`src/rtl/hough_pkg.sv`:
```
// Shared Q-format constants, sweep FSM state type and elaboration-time helpers
// for the Hough rho sweep block and its coefficient ROM.
package hough_pkg;

    localparam int     COEF_W_DEF = 16;
    localparam int     COEF_FRAC  = COEF_W_DEF - 2;
    localparam longint ONE        = 64'sd1 <<< COEF_FRAC;

    typedef enum logic [1:0] {
        IDLE,
        SWEEP,
        DRAIN
    } sweep_state_t;

    function automatic int clog2(input int n);
        int r;
        r = 0;
        while ((1 << r) < n) r++;
        return r;
    endfunction

    function automatic int idx_w(input int n);
        return (clog2(n) < 1) ? 1 : clog2(n);
    endfunction

    // pi in Q30; the trig helpers below only run at elaboration time
    localparam longint PI_Q30 = 64'sd3373259426;

    // round(sin(pi*num/den) * 2^frac) for 0 <= num/den <= 1/2, Taylor series in Q30
    function automatic longint sin_quarter(input int num, input int den, input int frac);
        longint xa, x2, term, acc;
        xa   = (PI_Q30 * num) / den;
        x2   = (xa * xa) >>> 30;
        term = xa;
        acc  = xa;
        for (int i = 1; i <= 12; i++) begin
            term = -(((term * x2) >>> 30) / longint'((2 * i) * (2 * i + 1)));
            acc  = acc + term;
        end
        return ((acc <<< frac) + (64'sd1 <<< 29)) >>> 30;
    endfunction

    // theta_k = pi*k/n = pi*(2k)/(2n); fold into the first quadrant so that the
    // 0, 45 and 90 degree points come out exact and mutually symmetric
    function automatic longint sin_coef_q(input int k, input int n, input int frac);
        int a;
        a = 2 * k;
        if (a <= n) return sin_quarter(a, 2 * n, frac);
        return sin_quarter(2 * n - a, 2 * n, frac);
    endfunction

    function automatic longint cos_coef_q(input int k, input int n, input int frac);
        int a;
        a = 2 * k;
        if (a <= n) return sin_quarter(n - a, 2 * n, frac);
        return -sin_quarter(a - n, 2 * n, frac);
    endfunction

endpackage

```
`src/rtl/hough_trig_lut.sv`:
```
// THETA_N-entry cos/sin coefficient ROM built at elaboration, registered read.
module hough_trig_lut
    import hough_pkg::*;
#(
    parameter int THETA_N = 180,
    parameter int COEF_W  = 16,
    parameter int IDX_W   = idx_w(THETA_N)
)(
    input  logic                     clk,
    input  logic                     en,
    input  logic [IDX_W-1:0]         addr,
    output logic signed [COEF_W-1:0] cos_coef,
    output logic signed [COEF_W-1:0] sin_coef
);

    logic signed [COEF_W-1:0] cos_rom [THETA_N];
    logic signed [COEF_W-1:0] sin_rom [THETA_N];

    for (genvar i = 0; i < THETA_N; i++) begin : g_rom
        localparam logic signed [COEF_W-1:0] COS_V = COEF_W'(cos_coef_q(i, THETA_N, COEF_W - 2));
        localparam logic signed [COEF_W-1:0] SIN_V = COEF_W'(sin_coef_q(i, THETA_N, COEF_W - 2));
        assign cos_rom[i] = COS_V;
        assign sin_rom[i] = SIN_V;
    end

    always_ff @(posedge clk) begin
        if (en) begin
            cos_coef <= cos_rom[addr];
            sin_coef <= sin_rom[addr];
        end
    end

endmodule

```
`src/rtl/hough_rho_sweep.sv`:
```
// Sweeps one pixel through THETA_N angles, producing rho = x*cos + y*sin per
// angle through a 3-stage stallable pipeline (LUT, multiply, add/round/saturate).
module hough_rho_sweep
    import hough_pkg::*;
#(
    parameter int XY_W    = 12,
    parameter int THETA_N = 180,
    parameter int COEF_W  = 16,
    parameter int RHO_W   = XY_W + 2
)(
    input  logic                       clk,
    input  logic                       rst_n,
    input  logic                       in_vld,
    output logic                       in_rdy,
    input  logic [XY_W-1:0]            x,
    input  logic [XY_W-1:0]            y,
    output logic                       out_vld,
    input  logic                       out_rdy,
    output logic signed [RHO_W-1:0]    rho_data,
    output logic [idx_w(THETA_N)-1:0]  theta_idx,
    output logic                       out_last
);

    localparam int IDX_W = idx_w(THETA_N);
    localparam int FRAC  = COEF_W - 2;
    localparam int PW    = XY_W + COEF_W + 1;
    localparam int SW    = PW + 1;
    localparam logic [IDX_W-1:0] KMAX = IDX_W'(THETA_N - 1);

    function automatic logic signed [SW-1:0] round_q(input logic signed [SW-1:0] v);
        logic signed [SW-1:0] half;
        half           = '0;
        half[FRAC-1]   = 1'b1;
        return (v + half) >>> FRAC;
    endfunction

    function automatic logic signed [RHO_W-1:0] sat_rho(input logic signed [SW-1:0] v);
        logic signed [SW-1:0] vmax, vmin;
        vmax              = '0;
        vmax[RHO_W-2:0]   = '1;
        vmin              = '1;
        vmin[RHO_W-2:0]   = '0;
        if (v > vmax) return vmax[RHO_W-1:0];
        if (v < vmin) return vmin[RHO_W-1:0];
        return v[RHO_W-1:0];
    endfunction

    sweep_state_t             state;
    logic [IDX_W-1:0]         k_cnt;
    logic [XY_W-1:0]          x_q, y_q;
    logic                     stall, adv, issue;

    logic                     vld_p1, last_p1, vld_p2, last_p2;
    logic [IDX_W-1:0]         k_p1, k_p2;
    logic signed [COEF_W-1:0] cos_p1, sin_p1;
    logic signed [PW-1:0]     x_ext, y_ext, cos_ext, sin_ext;
    logic signed [PW-1:0]     px_p2, py_p2;
    logic signed [SW-1:0]     sum_p3;

    // A result sitting unaccepted at the output freezes the whole pipe
    assign stall = out_vld && !out_rdy;
    assign adv   = !stall;
    assign issue = (state == SWEEP) && adv;

    always_ff @(posedge clk or negedge rst_n) begin
        if (!rst_n) begin
            state  <= IDLE;
            in_rdy <= 1'b1;
            k_cnt  <= '0;
            x_q    <= '0;
            y_q    <= '0;
        end else begin
            case (state)
                IDLE: begin
                    if (in_vld && in_rdy) begin
                        x_q    <= x;
                        y_q    <= y;
                        k_cnt  <= '0;
                        in_rdy <= 1'b0;
                        state  <= SWEEP;
                    end
                end
                SWEEP: begin
                    if (adv) begin
                        if (k_cnt == KMAX) state <= DRAIN;
                        else               k_cnt <= k_cnt + 1'b1;
                    end
                end
                DRAIN: begin
                    if (out_vld && out_rdy && out_last) begin
                        in_rdy <= 1'b1;
                        state  <= IDLE;
                    end
                end
                default: begin
                    in_rdy <= 1'b1;
                    state  <= IDLE;
                end
            endcase
        end
    end

    // S1: coefficient read
    hough_trig_lut #(
        .THETA_N (THETA_N),
        .COEF_W  (COEF_W),
        .IDX_W   (IDX_W)
    ) u_lut (
        .clk      (clk),
        .en       (adv),
        .addr     (k_cnt),
        .cos_coef (cos_p1),
        .sin_coef (sin_p1)
    );

    // S2: zero-extended coordinates times signed coefficients
    assign x_ext   = {{(COEF_W + 1){1'b0}}, x_q};
    assign y_ext   = {{(COEF_W + 1){1'b0}}, y_q};
    assign cos_ext = {{(XY_W + 1){cos_p1[COEF_W-1]}}, cos_p1};
    assign sin_ext = {{(XY_W + 1){sin_p1[COEF_W-1]}}, sin_p1};

    always_ff @(posedge clk) begin
        if (adv) begin
            k_p1  <= k_cnt;
            k_p2  <= k_p1;
            px_p2 <= x_ext * cos_ext;
            py_p2 <= y_ext * sin_ext;
        end
    end

    // S3: full-width sum, round half up, saturate into the output register
    assign sum_p3 = $signed({px_p2[PW-1], px_p2}) + $signed({py_p2[PW-1], py_p2});

    always_ff @(posedge clk or negedge rst_n) begin
        if (!rst_n) begin
            vld_p1    <= 1'b0;
            last_p1   <= 1'b0;
            vld_p2    <= 1'b0;
            last_p2   <= 1'b0;
            out_vld   <= 1'b0;
            out_last  <= 1'b0;
            rho_data  <= '0;
            theta_idx <= '0;
        end else if (adv) begin
            vld_p1    <= issue;
            last_p1   <= issue && (k_cnt == KMAX);
            vld_p2    <= vld_p1;
            last_p2   <= last_p1;
            out_vld   <= vld_p2;
            out_last  <= last_p2;
            rho_data  <= sat_rho(round_q(sum_p3));
            theta_idx <= k_p2;
        end
    end

endmodule

```
`config.mk`:
```
export PLATFORM = sky130hd
export DESIGN_NAME = hough_rho_sweep
export DESIGN_NICKNAME = d
export VERILOG_FILES = /design/src/rtl/hough_pkg.sv /design/src/rtl/hough_trig_lut.sv /design/src/rtl/hough_rho_sweep.sv
export SDC_FILE = /design/constraint.sdc
export NUM_CORES = 2
export LEC_CHECK = 0
export ABC_CLOCK_PERIOD_IN_PS = 9800
export BUFFER_PORTS_ARGS = -buffer_cell sky130_fd_sc_hd__buf_2
export CORE_MARGIN = 2
export CORE_UTILIZATION = 65
export DETAILED_ROUTE_END_ITERATION = 12
export PLACE_DENSITY_LB_ADDON = 0.2
export SLEW_MARGIN = 20
export SYNTH_ARGS = -nofsm -noshare
export SYNTH_HDL_FRONTEND = slang
export SYNTH_SLANG_ARGS = --single-unit
export TNS_END_PERCENT = 20
```
`constraint.sdc`:
```
create_clock -name clk -period 9.8 [get_ports clk]
set_input_delay 0.98 -clock clk [delete_from_list [all_inputs] [get_ports clk]]
set_output_delay 0.98 -clock clk [all_outputs]
set_load 0.02 [all_outputs]
```
==> results.yml <==
placement:
  gp_congestion: 1.088
  io_buffers: 52
  hpwl_um: 67210
  pre_cts_ws_ps: 3519
sta:
  tightestPinTransition_ps: 1127
  rsz0062_at_grt: "no"
  layout_setup_ws_ps: 3320
  setup-tns-final_ps: 0
  setup_violations: 0
  fin_skew_ps: 17.16
  finalCritPeriodShare_pct: 66.13
  hold_violations: 0
  holdWs_ps: 429.2
  slew_headroom_pct: 24.61
  fin_crit_ps: 6480
  fmax_mhz: 154.3
  final_max_slew_viol_count: 0
clock_tree:
  worstSkewPairLatency_ps: 500
  postCtsSetupBuffers: 0
  numCtsBuffers: 17
  cts_resized: 0
  ctsHtreeMaxLevel: 4
  clkTransAtPathRegs_ps: 80
  cts_hold_buf: 0
  cts_buffer_depth: 2
  cts_tree: "yes"
  root_buffer: "clkbuf_16"
  cts_sinks: 168
global_routing:
  grt_pass1_wl_um: 145300
  antenna_found_initial: 6
  grt_pass1_vias: 24310
  grt_max_degree: 125
  grt_usage_pct: 47.07
  grt_overflow: 0
setup_path:
  startpoint_type: "flip-flop"
  crit_end: "px_p2[26]"
  ff2ff_path_depth: 18
  crit_path_start: "x_q[7]"
  crit_fanout: 17
  critPathCaptureType: "flip-flop"
  critical_path_arrival_ps: 6790
  critPathSlowestCell: "dfrtp_1"
  cp.required_ps: 10110
  crit_type: "reg -> reg"
  crit_top_cell: "fa_1"
  r2r_end: "px_p2[26]"
  cpPeakStageDelay_ps: 870
  regToRegSetupSlack_ps: 3320
  crit_chain: "nand2_1 -> fa_1 -> inv_1 -> fa_1 -> fa_1 -> fa_1 -> inv_1 -> fa_1 -> inv_1 -> ha_1 -> a211o_1 -> nor3_1 -> and3_1 -> nor4b_1 -> a21oi_1 -> o31ai_1 -> nand4_1 -> o311ai_1"
  reg2reg_from: "x_q[7]"
finish:
  drive_above_1_share_pct: 5.757
  fin_nets: 3513
  utilization_pct: 69.19
  layout_commonest_cell: "inv_1"
  layout_common_cells: "inv_1, nand2_1, fa_1, ha_1, and2_1"
  syn_to_final_growth_pct: 4.324
floorplan:
  die_h_um: 203.3
  initial_core_util_pct: 66.32
  row_count: 72
  coreArea_mm2: 0.03892
  die_w_um: 203.3
  die_area_mm2: 0.04132
  pin_count: 53
route:
  drtIter0Drc: 3678
  route.vias.total: 23800
  viasPerCell: 6.849
  routed_wl_um: 93770
  drc: 0
  first_pass_iters: 9
  ant_nets: 0
  wire_per_inst_um: 26.99
pwr:
  ir_worst_vdd_mv: 0.1550
  leakage_nw: 13.08
  power-per-cell-area_mw_per_mm2: 164.7
synthesis:
  ys_ff_latch: 168
  synth_area_leaders: "fa_1, edfxtp_1, ha_1, inv_1, dfrtp_1"
  yosys.cell_types.count: 76
  synth.cell_area_mm2: 0.02581
  seq_area_frac_synth_pct: 18.33
  yosysTopAreaCell: "fa_1"
  syn_nets: 3602
  yosys_warnings: 0
  avgSynthCellArea_um2: 8.521
  synth_flop_cell: "edfxtp_1"
  ys_async_sr_fraction_pct: 37.50
  synthCells: 3029
  synth-edff-count: 105
  synth_top_area_share_pct: 23.97
outcome:
  outcome: "completed"
job:
  cap_viol_max_count: 0
hold_path:
  hp-class: "reg -> reg"
## power breakdown
part | switching [W] | internal [W]
Clock | 0.000379 | 0.000353
Combinational | 0.00154 | 0.00107
Sequential | 0.000131 | 0.000958
## synthesized netlist by cell type, drive strengths merged (17+ instances only)
| cell type | instances |
|---|---|
| inv | 448 |
| nand2 | 369 |
| fa | 309 |
| ha | 236 |
| and2 | 201 |
| nor2 | 173 |
| a21oi | 165 |
| clkbuf | 160 |
| o21ai | 156 |
| edfxtp | 105 |
| dfrtp | 62 |
| nor3 | 61 |
| nand3 | 47 |
| xnor2 | 45 |
| a211oi | 34 |
| buf | 32 |
| a21o | 31 |
| a31oi | 28 |
| mux2 | 25 |
| o211ai | 24 |
| xor2 | 23 |
| o31ai | 18 |
| o21a | 17 |
## metrics by stage
step,cells,power [W],area (µm²)
2_1_floorplan,3029,0.002843,25810
3_3_place_gp,3439,0.003446,26280
3_5_place_dp,3439,0.003605,26280
4_1_cts,3471,0.004364,26920
5_1_grt,3471,0.004720,26920
6_report,3475,0.004436,26930
## state kept, by name (all words and copies together) (netlist names)
| signal | flops |
|---|---|
| x_q | 12 |
| u_lut.cos_coef | 16 |
| out_last | 1 |
| theta_idx | 8 |
| k_p1 | 8 |
| vld_p1 | 1 |
| k_p2 | 8 |
| out_vld | 1 |
| in_rdy | 1 |
| vld_p2 | 1 |
| k_cnt | 8 |
| state | 2 |
| py_p2 | 29 |
| rho_data | 14 |
| last_p1 | 1 |
| last_p2 | 1 |
| u_lut.sin_coef | 15 |
| y_q | 12 |
| px_p2 | 29 |
## logic make-up (layout without fill, tap and decap cells)
family          Yosys count  after routing  synth area share [%]
buf+inv                 644            568                 9.375
compound gates          638            638                 16.22
other cells               0              4                     0
mux                      31             31                 1.420
flops                   168            168                 18.33
simple gates            935            935                 16.95
xor+xnor                 68             68                 2.307
fa+ha+maj               545            545                 35.41
## worst min-delay path by stage
stage	to	slack [ps]	cells after the start	from
finish	k_p2[6]	430	0	k_p1[6]
global route	k_p2[4]	440	0	k_p1[4]
CTS	k_p2[6]	430	0	k_p1[6]
detailed placement	k_p2[6]	420	0	k_p1[6]
global placement	k_p2[4]	410	0	k_p1[4]
floorplan	k_p2[0]	400	0	k_p1[0]
## critical path, delay by kind of cell (launching register included)
| family | cells | cell delay, ps |
|---|---|---|
| buffers and inverters | 3 | 240 |
| flip-flops | 1 | 870 |
| AO/OA/AOI/OAI | 4 | 1080 |
| AND/OR/NAND/NOR | 5 | 1270 |
| adder cells (fa/ha/maj) | 6 | 2840 |
## layout make-up
type | count | area [µm²]
Clock buffer | 17 | 425.4
Antenna cell | 4 | 10.01
Multi-Input combinational cell | 2217 | 18670
Inverter | 452 | 1699
Timing Repair Buffer | 84 | 515.5
Clock inverter | 15 | 214.0
Tap cell | 518 | 648.1
Fill cell | 2848 | 11990
Sequential cell | 168 | 4745
## metal layers
| layer | global-route usage (%) | share of wire, % |
|---|---|---|
| met1 | 58.74 | 35 |
| met2 | 71.83 | 44 |
| met3 | 13.61 | 13 |
| met4 | 30.45 | 7.6 |
| met5 | 0 | 0.016 |
No activity file was read; power rests on OpenSTA's default activity.
